===== src/rtl/uart_rx_pkg.sv =====
// uart_rx_pkg: receiver FSM states and legal data-width range shared by the UART RX files.
package uart_rx_pkg;
  typedef enum logic [2:0] {IDLE, START, DATA, PARITY, STOP} rx_state_e;
  localparam int MIN_DATA_BITS = 5;
  localparam int MAX_DATA_BITS = 9;
endpackage


===== src/rtl/uart_rx_framer_if.sv =====
// uart_rx_framer_if: serial line, sample tick and valid/ready byte output of the UART receiver.
interface uart_rx_framer_if #(parameter int DATA_BITS = 8);
  logic SAMPLE_TICK;
  logic RXD;
  logic PARITY_ODD;
  logic RX_READY;
  logic [DATA_BITS-1:0] RX_DATA;
  logic RX_VALID;
  logic RXRDY;
  logic FRAME_ERROR;
  logic PARITY_ERROR;
  logic OVERRUN;
  modport master (output SAMPLE_TICK, RXD, PARITY_ODD, RX_READY,
                  input RX_DATA, RX_VALID, RXRDY, FRAME_ERROR, PARITY_ERROR, OVERRUN);
  modport slave (input SAMPLE_TICK, RXD, PARITY_ODD, RX_READY,
                 output RX_DATA, RX_VALID, RXRDY, FRAME_ERROR, PARITY_ERROR, OVERRUN);
endinterface


===== src/rtl/uart_rx_sync.sv =====
// uart_rx_sync: two-flop synchroniser for RXD plus a falling-edge detector on the synced line.
module uart_rx_sync (
  input  logic clk,
  input  logic rst,
  input  logic d,
  output logic q,
  output logic fall
);
  logic [2:0] s;
  always_ff @(posedge clk) s <= rst ? 3'b111 : {s[1:0], d};
  assign q = s[1];
  assign fall = s[2] & ~s[1];
endmodule


===== src/rtl/uart_rx_framer.sv =====
// uart_rx_framer: oversampled UART receiver with false-start rejection, frame/overrun flags.
// Define UART_RX_PARITY_EN to receive and check one parity bit after the data bits.
module uart_rx_framer
  import uart_rx_pkg::*;
#(
  parameter int DATA_BITS  = 8,
  parameter int OVERSAMPLE = 16,
  parameter int STOP_BITS  = 1
) (
  input logic CLK,
  input logic RST,
  uart_rx_framer_if.slave rx
);
  localparam int TW = $clog2(OVERSAMPLE);
  localparam int BW = $clog2(DATA_BITS + 1);
  localparam logic [TW-1:0] HALF = TW'(OVERSAMPLE / 2 - 1);
  localparam logic [TW-1:0] LAST = TW'(OVERSAMPLE - 1);
  localparam logic [BW-1:0] DLAST = BW'(DATA_BITS - 1);
  localparam logic [BW-1:0] SLAST = BW'(STOP_BITS - 1);
  if (DATA_BITS < MIN_DATA_BITS || DATA_BITS > MAX_DATA_BITS || OVERSAMPLE < 4 ||
      OVERSAMPLE % 2 != 0 || (STOP_BITS != 1 && STOP_BITS != 2)) begin : g_bad_param
    $error("uart_rx_framer: illegal parameter combination");
  end
  rx_state_e state;
  logic [TW-1:0] tcnt;
  logic [BW-1:0] bcnt;
  logic [DATA_BITS-1:0] sh;
  logic ferr, perr, load, rxd_s, fall, mid;
  uart_rx_sync u_sync (.clk(CLK), .rst(RST), .d(rx.RXD), .q(rxd_s), .fall(fall));
  assign mid = rx.SAMPLE_TICK && tcnt == LAST;
  // tick counter free-runs modulo OVERSAMPLE; START re-phases it to mid-bit
  always_ff @(posedge CLK) begin
    if (RST) begin
      state <= IDLE;
      tcnt <= '0;
      bcnt <= '0;
      sh <= '0;
      ferr <= 1'b0;
      perr <= 1'b0;
      load <= 1'b0;
      rx.RXRDY <= 1'b1;
    end else begin
      load <= 1'b0;
      if (rx.SAMPLE_TICK) tcnt <= (tcnt == LAST) ? '0 : tcnt + 1'b1;
      case (state)
        IDLE: if (fall) begin
          state <= START;
          tcnt <= '0;
          rx.RXRDY <= 1'b0;
        end
        START: if (rx.SAMPLE_TICK && tcnt == HALF) begin
          tcnt <= '0;
          bcnt <= '0;
          ferr <= 1'b0;
          perr <= 1'b0;
          state <= rxd_s ? IDLE : DATA;
          rx.RXRDY <= rxd_s;
        end
        DATA: if (mid) begin
          sh <= {rxd_s, sh[DATA_BITS-1:1]};
          bcnt <= (bcnt == DLAST) ? '0 : bcnt + 1'b1;
`ifdef UART_RX_PARITY_EN
          if (bcnt == DLAST) state <= PARITY;
`else
          if (bcnt == DLAST) state <= STOP;
`endif
        end
`ifdef UART_RX_PARITY_EN
        PARITY: if (mid) begin
          perr <= (^sh ^ rxd_s) != rx.PARITY_ODD;
          state <= STOP;
        end
`endif
        STOP: if (mid) begin
          if (!rxd_s) ferr <= 1'b1;
          bcnt <= bcnt + 1'b1;
          if (bcnt == SLAST) begin
            state <= IDLE;
            rx.RXRDY <= 1'b1;
            load <= 1'b1;
          end
        end
        default: state <= IDLE;
      endcase
    end
  end
  // a load wins over a same-cycle handshake, so the new word stays valid
  always_ff @(posedge CLK) begin
    if (RST) begin
      rx.RX_DATA <= '0;
      rx.RX_VALID <= 1'b0;
      rx.FRAME_ERROR <= 1'b0;
      rx.PARITY_ERROR <= 1'b0;
      rx.OVERRUN <= 1'b0;
    end else begin
      rx.OVERRUN <= load && rx.RX_VALID && !rx.RX_READY;
      if (load) begin
        rx.RX_DATA <= sh;
        rx.FRAME_ERROR <= ferr;
        rx.PARITY_ERROR <= perr;
        rx.RX_VALID <= 1'b1;
      end else if (rx.RX_READY) begin
        rx.RX_VALID <= 1'b0;
      end
    end
  end
endmodule


===== src/flat_wrapper.sv =====
// flat-port wrapper written by rule: the top's interface ports become plain ports
module uart_rx_framer_flat import uart_rx_pkg::*;
#(
  parameter int DATA_BITS  = 8,
  parameter int OVERSAMPLE = 16,
  parameter int STOP_BITS  = 1
)
  (CLK, RST, rx_SAMPLE_TICK, rx_RXD, rx_PARITY_ODD, rx_RX_READY, rx_RX_DATA, rx_RX_VALID, rx_RXRDY, rx_FRAME_ERROR, rx_PARITY_ERROR, rx_OVERRUN);
  uart_rx_framer_if #(.DATA_BITS(DATA_BITS)) rx_i ();
  input logic CLK;
  input logic RST;
  input wire logic [$bits(rx_i.SAMPLE_TICK)-1:0] rx_SAMPLE_TICK;
  input wire logic [$bits(rx_i.RXD)-1:0] rx_RXD;
  input wire logic [$bits(rx_i.PARITY_ODD)-1:0] rx_PARITY_ODD;
  input wire logic [$bits(rx_i.RX_READY)-1:0] rx_RX_READY;
  output wire logic [$bits(rx_i.RX_DATA)-1:0] rx_RX_DATA;
  output wire logic [$bits(rx_i.RX_VALID)-1:0] rx_RX_VALID;
  output wire logic [$bits(rx_i.RXRDY)-1:0] rx_RXRDY;
  output wire logic [$bits(rx_i.FRAME_ERROR)-1:0] rx_FRAME_ERROR;
  output wire logic [$bits(rx_i.PARITY_ERROR)-1:0] rx_PARITY_ERROR;
  output wire logic [$bits(rx_i.OVERRUN)-1:0] rx_OVERRUN;
  assign rx_i.SAMPLE_TICK = rx_SAMPLE_TICK;
  assign rx_i.RXD = rx_RXD;
  assign rx_i.PARITY_ODD = rx_PARITY_ODD;
  assign rx_i.RX_READY = rx_RX_READY;
  assign rx_RX_DATA = rx_i.RX_DATA;
  assign rx_RX_VALID = rx_i.RX_VALID;
  assign rx_RXRDY = rx_i.RXRDY;
  assign rx_FRAME_ERROR = rx_i.FRAME_ERROR;
  assign rx_PARITY_ERROR = rx_i.PARITY_ERROR;
  assign rx_OVERRUN = rx_i.OVERRUN;
  uart_rx_framer #(.DATA_BITS(DATA_BITS), .OVERSAMPLE(OVERSAMPLE), .STOP_BITS(STOP_BITS)) u_core (.CLK(CLK), .RST(RST), .rx(rx_i));
endmodule

===== config.mk =====
export PLATFORM = sky130hd
export DESIGN_NAME = uart_rx_framer_flat
export DESIGN_NICKNAME = d
export VERILOG_FILES = /design/src/rtl/uart_rx_pkg.sv /design/src/rtl/uart_rx_framer_if.sv /design/src/rtl/uart_rx_sync.sv /design/src/rtl/uart_rx_framer.sv /design/src/flat_wrapper.sv
export SDC_FILE = /design/constraint.sdc
export NUM_CORES = 1
export LEC_CHECK = 0
export ABC_AREA = 1
export ABC_CLOCK_PERIOD_IN_PS = 4650
export CAP_MARGIN = 5
export CELL_PAD_IN_SITES_DETAIL_PLACEMENT = 0
export CELL_PAD_IN_SITES_GLOBAL_PLACEMENT = 1
export CORE_MARGIN = 4
export CORE_UTILIZATION = 43
export CTS_BUF_LIST = sky130_fd_sc_hd__clkbuf_4 sky130_fd_sc_hd__clkbuf_8
export CTS_CLUSTER_DIAMETER = 80
export CTS_CLUSTER_SIZE = 14
export DETAILED_ROUTE_END_ITERATION = 10
export DONT_BUFFER_PORTS = 1
export GPL_TIMING_DRIVEN = 0
export MAX_ROUTING_LAYER = met4
export PLACE_DENSITY_LB_ADDON = 0.1
export SETUP_SLACK_MARGIN = 0.4
export SYNTH_ARGS = -nofsm -noshare
export SYNTH_HDL_FRONTEND = slang
export SYNTH_SLANG_ARGS = --single-unit
export TNS_END_PERCENT = 10

===== constraint.sdc =====
create_clock -name CLK -period 4.65 [get_ports CLK]
set_clock_uncertainty 0.15 [all_clocks]
set_input_delay 0.465 -clock CLK [delete_from_list [all_inputs] [get_ports CLK]]
set_output_delay 0.465 -clock CLK [all_outputs]
set_load 0.01 [all_outputs]

==> out/qor.yml, run 1 <==
clock_tree:
  clockBufferDepth: 2
  postCtsResizedCells: 0
  cts_setup_buffers: 0
  clkTransAtPathRegs_ns: 0.07
  cts_sinks: 36
  numCtsBuffers: 5
  cts_tree: "yes"
  cts_root_buf: "clkbuf_8"
  insertion_delay_ns: 0.28
  htreeDepth: 2
  holdBufCountCts: 0
hold_path:
  hold_start: "RST"
  hold_class: "input port to register"
place:
  hpwl_mm: 2.24
  portBuffers: 0
  placed_cells: 258
  gp_congestion: 0.863
  place_ws_ns: 3.12
power:
  internal_power_mw: 0.637
  p_switching_mw: 0.383
  switching_share: 0.375
  leakage_nw: 0.822
  peakVddDrop_uv: 259
  combPwrFrac: 0.365
  clkPwrFrac: 0.266
  power_frac_seq: 0.369
  p_per_area_nw_per_um2: 582
logic_synthesis:
  synthCells: 212
  synthFlopType: "dfxtp_1"
  syn-cell-area_um2: 1580
  syn_nets: 221
  async_flop_share: 0
  ys_ff_latch: 36
  synth-warning-count: 0
  synth_area_per_cell_um2: 7.46
  yosysSeqAreaShare: 0.456
  synthDistinctLibCells: 26
  synth_edf_count: 0
critical_path:
  cp-end-kind: "register"
  cp.required_ns: 4.68
  crit_chain: "ha_1 > nand2_2 > clkinv_2 > nand2_4 > nand2_2 > nand2_4 > nor2_8 > a21oi_1 > nor2_2"
  critPathKind: "register to register"
  critical_path.startpoint: "u_core.tcnt[0]"
  critPathTopFamily: "simple AND/OR/NAND/NOR gates"
  crit_slowest_cell: "dfxtp_1"
  crit_fanout: 8
  arrival_ns: 1.58
  setup.worst_path.start_class: "register"
  critPathMaxStageDelay_ns: 0.33
  crit_buf_inv: 1
  r2r-start: "u_core.tcnt[0]"
finish:
  syn_to_final_growth_pct: 10.7
  final_net_count: 228
  utilization: 0.509
  mostFrequentLayoutCells: "51 x nor2_1, 36 x dfxtp_1, 30 x nand2_1"
  layout-drive-gt1-share: 0.150
  layout_commonest_cell: "nor2_1"
  insertedDiodeCount: 0
  final_cells: 266
timing:
  hold_slack_ns: 0.0888
  setup_tns_ns: 0
  fmax_mhz: 645
  period_minus_slack_ns: 1.55
  setup_violations: 0
  timing.final.crit_share: 0.334
  hold_viol: 0
  worst_slack_ns: 3.10
  rsz0062_at_grt: "false"
  final-max-slew-violation-count: 0
detailed_routing:
  drcViolationCount: 0
  wl_per_cell_um: 11.2
  initialDrtViolationCount: 86
  routed_wirelength_mm: 2.99
  antenna_left: 0
  via_per_inst: 4.83
  dr.pass1.iters: 4
  vias: 1285
global_route:
  overflow: 0
  grt_pass1_vias: 1239
  antenna_found_initial: 0
  grt_first_pass_wirelength_mm: 5.36
  grt_use_total: 0.156
  grt_max_degree: 12
flow_run:
  drv_cap: 0
floorplan:
  core_area_um2: 3440
  die_area_um2: 4710
  pin_count: 19
  initial_core_util: 0.459
  die_y_um: 68.6
  dieWidth_um: 68.6
  rows: 21
outcome:
  run_status: "finished, final reports clean"
## cell type report
cell class                 instances  area, um2
buffer                             5       23.8
clock buffer                       6       76.3
clock inverter                     2       35.0
fill                             354       1690
inverter                          18       68.8
multi-input combinational        153        768
sequential                        36        721
tap                               46       57.6
## sequential cells by signal, indices dropped and copies added, names as in the netlist
| name | cells |
|---|---|
| u_core.bcnt | 4 |
| u_core.ferr | 1 |
| u_core.load | 1 |
| u_core.rx.FRAME_ERROR | 1 |
| u_core.rx.OVERRUN | 1 |
| u_core.rx.RXRDY | 1 |
| u_core.rx.RX_DATA | 8 |
| u_core.rx.RX_VALID | 1 |
| u_core.sh | 8 |
| u_core.state | 3 |
| u_core.tcnt | 4 |
| u_core.u_sync.s | 3 |
## cell families (layout without fill, tap and decap cells)
group	count (synthesis)	count (layout)	synth area share
xor+xnor	4	4	0.0222
flops	36	36	0.456
other cells	1	1	0.00237
buf+inv	23	31	0.0585
compound gates	26	26	0.0823
fa+ha+maj	3	3	0.0237
simple gates	119	119	0.355
## metrics by stage
stage	cell area (um2)	power, mW
CTS	1750	1.03
global placement	1640	0.753
global route	1750	1.12
finish	1750	1.02
detailed placement	1640	0.755
floorplan	1580	0.692
## metal layers
metal | global-route usage | vias to the layer above | wire length [um]
li1 | - | 683 | -
met1 | 0.177 | 567 | 1340
met2 | 0.259 | 28 | 1450
met3 | 0.0421 | 7 | 141
met4 | 0.0670 | 0 | 55
met5 | - | - | 0
## Yosys cell counts (2+ instances only)
library cell | instances | area (um2)
nand2_4 | 3 | 33.8
dfxtp_1 | 36 | 721
nor2_1 | 51 | 191
nand3_1 | 14 | 70.1
nor2_4 | 2 | 22.5
nand2_1 | 30 | 113
ha_1 | 3 | 37.5
or2_2 | 2 | 12.5
inv_2 | 4 | 15.0
nand2_2 | 6 | 37.5
o21ai_0 | 21 | 105
nor2_2 | 3 | 18.8
xor2_1 | 3 | 26.3
nor3_1 | 4 | 20.0
a21oi_1 | 5 | 25.0
clkbuf_1 | 3 | 11.3
inv_1 | 13 | 48.8
## power by group through the flow
stage / Combinational [mW] / Sequential, mW / Clock, mW
after floorplan: 0.317 / 0.376 / 0
after global placement: 0.370 / 0.383 / 0
after detailed placement: 0.371 / 0.384 / 0
after CTS: 0.373 / 0.376 / 0.280
after global routing: 0.436 / 0.382 / 0.298
final: 0.372 / 0.376 / 0.271
## path summary, 6_finish.rpt
| check | cells after the start | slack (ns) | to |
|---|---|---|---|
| worst min register to register | 1 | 0.26 | u_core.u_sync.s[1] |
| worst min-delay path | 1 | 0.09 | u_core.state[0] |
| worst max register to register | 9 | 3.10 | u_core.bcnt[2] |
| worst max-delay path | 9 | 3.10 | u_core.bcnt[2] |
Power figures use the tool's default switching activity.
==> run 2, diff against run 1 <==
- ABC_AREA: 1 -> 0
- ABC_CLOCK_PERIOD_IN_PS: 4650 -> 1500
- clock period: 4.65 -> 1.5 ns (I/O delays scaled with it)
==> out/qor.yml, run 2 <==
outcome:
  run_status: "finished, violations left"
  violations: "setup timing"
logic_synthesis:
  synth_top_cell_area_share: 0.447
  ys_ff_latch: 36
  synthFlopType: "dfxtp_1"
  syn-cell-area_um2: 1610
  async_flop_share: 0
  synth_area_per_cell_um2: 9.17
  synth_edf_count: 0
  synth-warning-count: 0
  synth_most_common_cell: "dfxtp_1"
  yosysSeqAreaShare: 0.447
  syn_nets: 185
  synth_top_cell_by_area: "dfxtp_1"
  synthDistinctLibCells: 42
  synth.area.top_cells: "dfxtp_1 45%, mux2i_1 12%, nor2_1 5.3%"
  synth_commonest_cells: "36 x dfxtp_1, 23 x nor2_1, 20 x mux2i_1"
  synthCells: 176
clock_tree:
  numCtsBuffers: 5
  htreeDepth: 2
  insertion_delay_ns: 0.28
  clkTransAtPathRegs_ns: 0.07
  clockBufferDepth: 2
  cts_tree: "yes"
  cts_sinks: 36
  cts_root_buf: "clkbuf_8"
finish:
  insertedDiodeCount: 0
  register_area_um2: 733
  syn_to_final_growth_pct: 19.8
  nFillCells: 338
  layout_commonest_cell: "dfxtp_1"
  layout-drive-gt1-share: 0.254
  mostFrequentLayoutCells: "30 x dfxtp_1, 23 x nor2_1, 20 x mux2i_1"
  final_net_count: 201
  utilization: 0.557
  multi_input_area_um2: 858
  reg_top3: "u_core.rx.RX_DATA x8, u_core.sh x8"
hold_path:
  min_path_cells: 4
  hold_class: "input port to register"
floorplan:
  die_area_um2: 4800
  die_y_um: 69.3
  dieWidth_um: 69.3
  initial_core_util: 0.465
  core_area_um2: 3470
  rows: 21
  pin_count: 19
detailed_routing:
  routed_wirelength_mm: 3.36
  antenna_left: 0
  wl_per_cell_um: 14.0
  vias: 1294
  dr.pass1.iters: 4
  via_per_inst: 5.41
  initialDrtViolationCount: 63
  drcViolationCount: 0
critical_path:
  critical_path.startpoint: "u_core.tcnt[1]"
  crit_fanout: 9
  critPathMaxStageDelay_ns: 0.36
  reg2reg_to: "u_core.sh[4]"
  arrival_ns: 1.71
  cp.required_ns: 1.51
  crit_chain: "ha_4 > nand4_1 > nor2b_1 > buf_6 > mux2i_1 > nor2_1"
  cp-end-kind: "register"
  crit_slowest_cell: "dfxtp_4"
  critPathKind: "register to register"
  setup.worst_path.start_class: "register"
  rrSetupSlack_ns: -0.20
  r2r-start: "u_core.tcnt[1]"
  r2r_cells: 6
  crit_end: "u_core.sh[4]"
global_route:
  grt_pass1_vias: 1234
  overflow: 0
  grt_use_total: 0.145
  grt_max_degree: 12
  antenna_found_initial: 0
  grt_first_pass_wirelength_mm: 5.62
timing:
  setup_violations: 18
  rsz0062_at_grt: "true"
  timing.final.crit_share: 1.13
  period_minus_slack_ns: 1.70
  final-max-slew-violation-count: 0
  setup_tns_ns: -2.57
  fmax_mhz: 588
  hold_viol: 0
  worst_slack_ns: -0.201
place:
  hpwl_mm: 2.33
  gp_congestion: 0.787
  portBuffers: 0
flow_run:
  drv_cap: 0
power:
  p_per_area_nw_per_um2: 928
  peakVddDrop_uv: 691
  leakage_nw: 0.678
  finalPower_mw: 1.79
## run 2: metal layers
| metal | vias up | global-route usage | share of wire |
|---|---|---|---|
| met2 | 25 | 0.233 | 0.48 |
| met4 | 0 | 0.0499 | 0.026 |
| met3 | 9 | 0.0406 | 0.041 |
| met1 | 617 | 0.175 | 0.46 |
| li1 | 643 | - | - |
| met5 | - | - | 0 |
## run 2: cells by family after synthesis
group	synth area share
adder cells (fa/ha/maj)	0.0233
other	0.00232
flip-flops	0.447
AND/OR/NAND/NOR	0.230
buffers and inverters	0.0597
AO/OA/AOI/OAI	0.0977
multiplexers	0.124
XOR/XNOR	0.0163
## run 2: final cells by class
cell class | instances | area share
multi-input combinational | 122 | 0.444
timing repair buffer | 9 | 0.0388
sequential | 36 | 0.379
clock buffer | 7 | 0.0466
tap | 46 | 0.0298
inverter | 5 | 0.00971
buffer | 13 | 0.0479
clock inverter | 1 | 0.00388
## run 2: what timing repair did
item,4_1_cts,5_1_grt
gates cloned,0,0
hold buffers,3,0
setup endpoints to repair,31,29
hold endpoints to repair,5,0
buffers inserted,6,0
pin swaps,3,0
gates resized for setup,12,10
## run 2: worst max-delay path: cells and delay by family (launching register included)
family | cells | cell delay (ns)
and+or+nand+nor | 3 | 0.52
adders and majority gates | 1 | 0.15
buffers and inverters | 1 | 0.20
muxes | 1 | 0.19
DFF | 1 | 0.36
## run 2: worst min-delay path by stage
| stage | start | to |
|---|---|---|
| global placement | rx_RX_READY | u_core.rx.OVERRUN |
| detailed placement | rx_RX_READY | u_core.rx.OVERRUN |
| global route | rx_SAMPLE_TICK | u_core.tcnt[2] |
| finish | rx_SAMPLE_TICK | u_core.tcnt[2] |
| CTS | rx_SAMPLE_TICK | u_core.tcnt[2] |
| floorplan | rx_RX_READY | u_core.rx.OVERRUN |
## run 2: power breakdown
group          leakage (nW)  internal [mW]  switching [mW]
Sequential            0.294          0.968          0.0127
Clock                0.0479          0.391           0.337
Combinational         0.336         0.0406          0.0462
## run 2: through the flow
stage	hold slack [ns]	instances	setup WS [ns]	cell area [um2]
final	0.0533	239	-0.201	1930
after global routing	0.0930	239	-0.286	1930
after CTS	0.0485	239	-0.178	1900
after detailed placement	0.0828	222	-0.232	1700
after global placement	0.0788	222	-0.171	1700
after floorplan	0.0775	176	-0.0606	1640
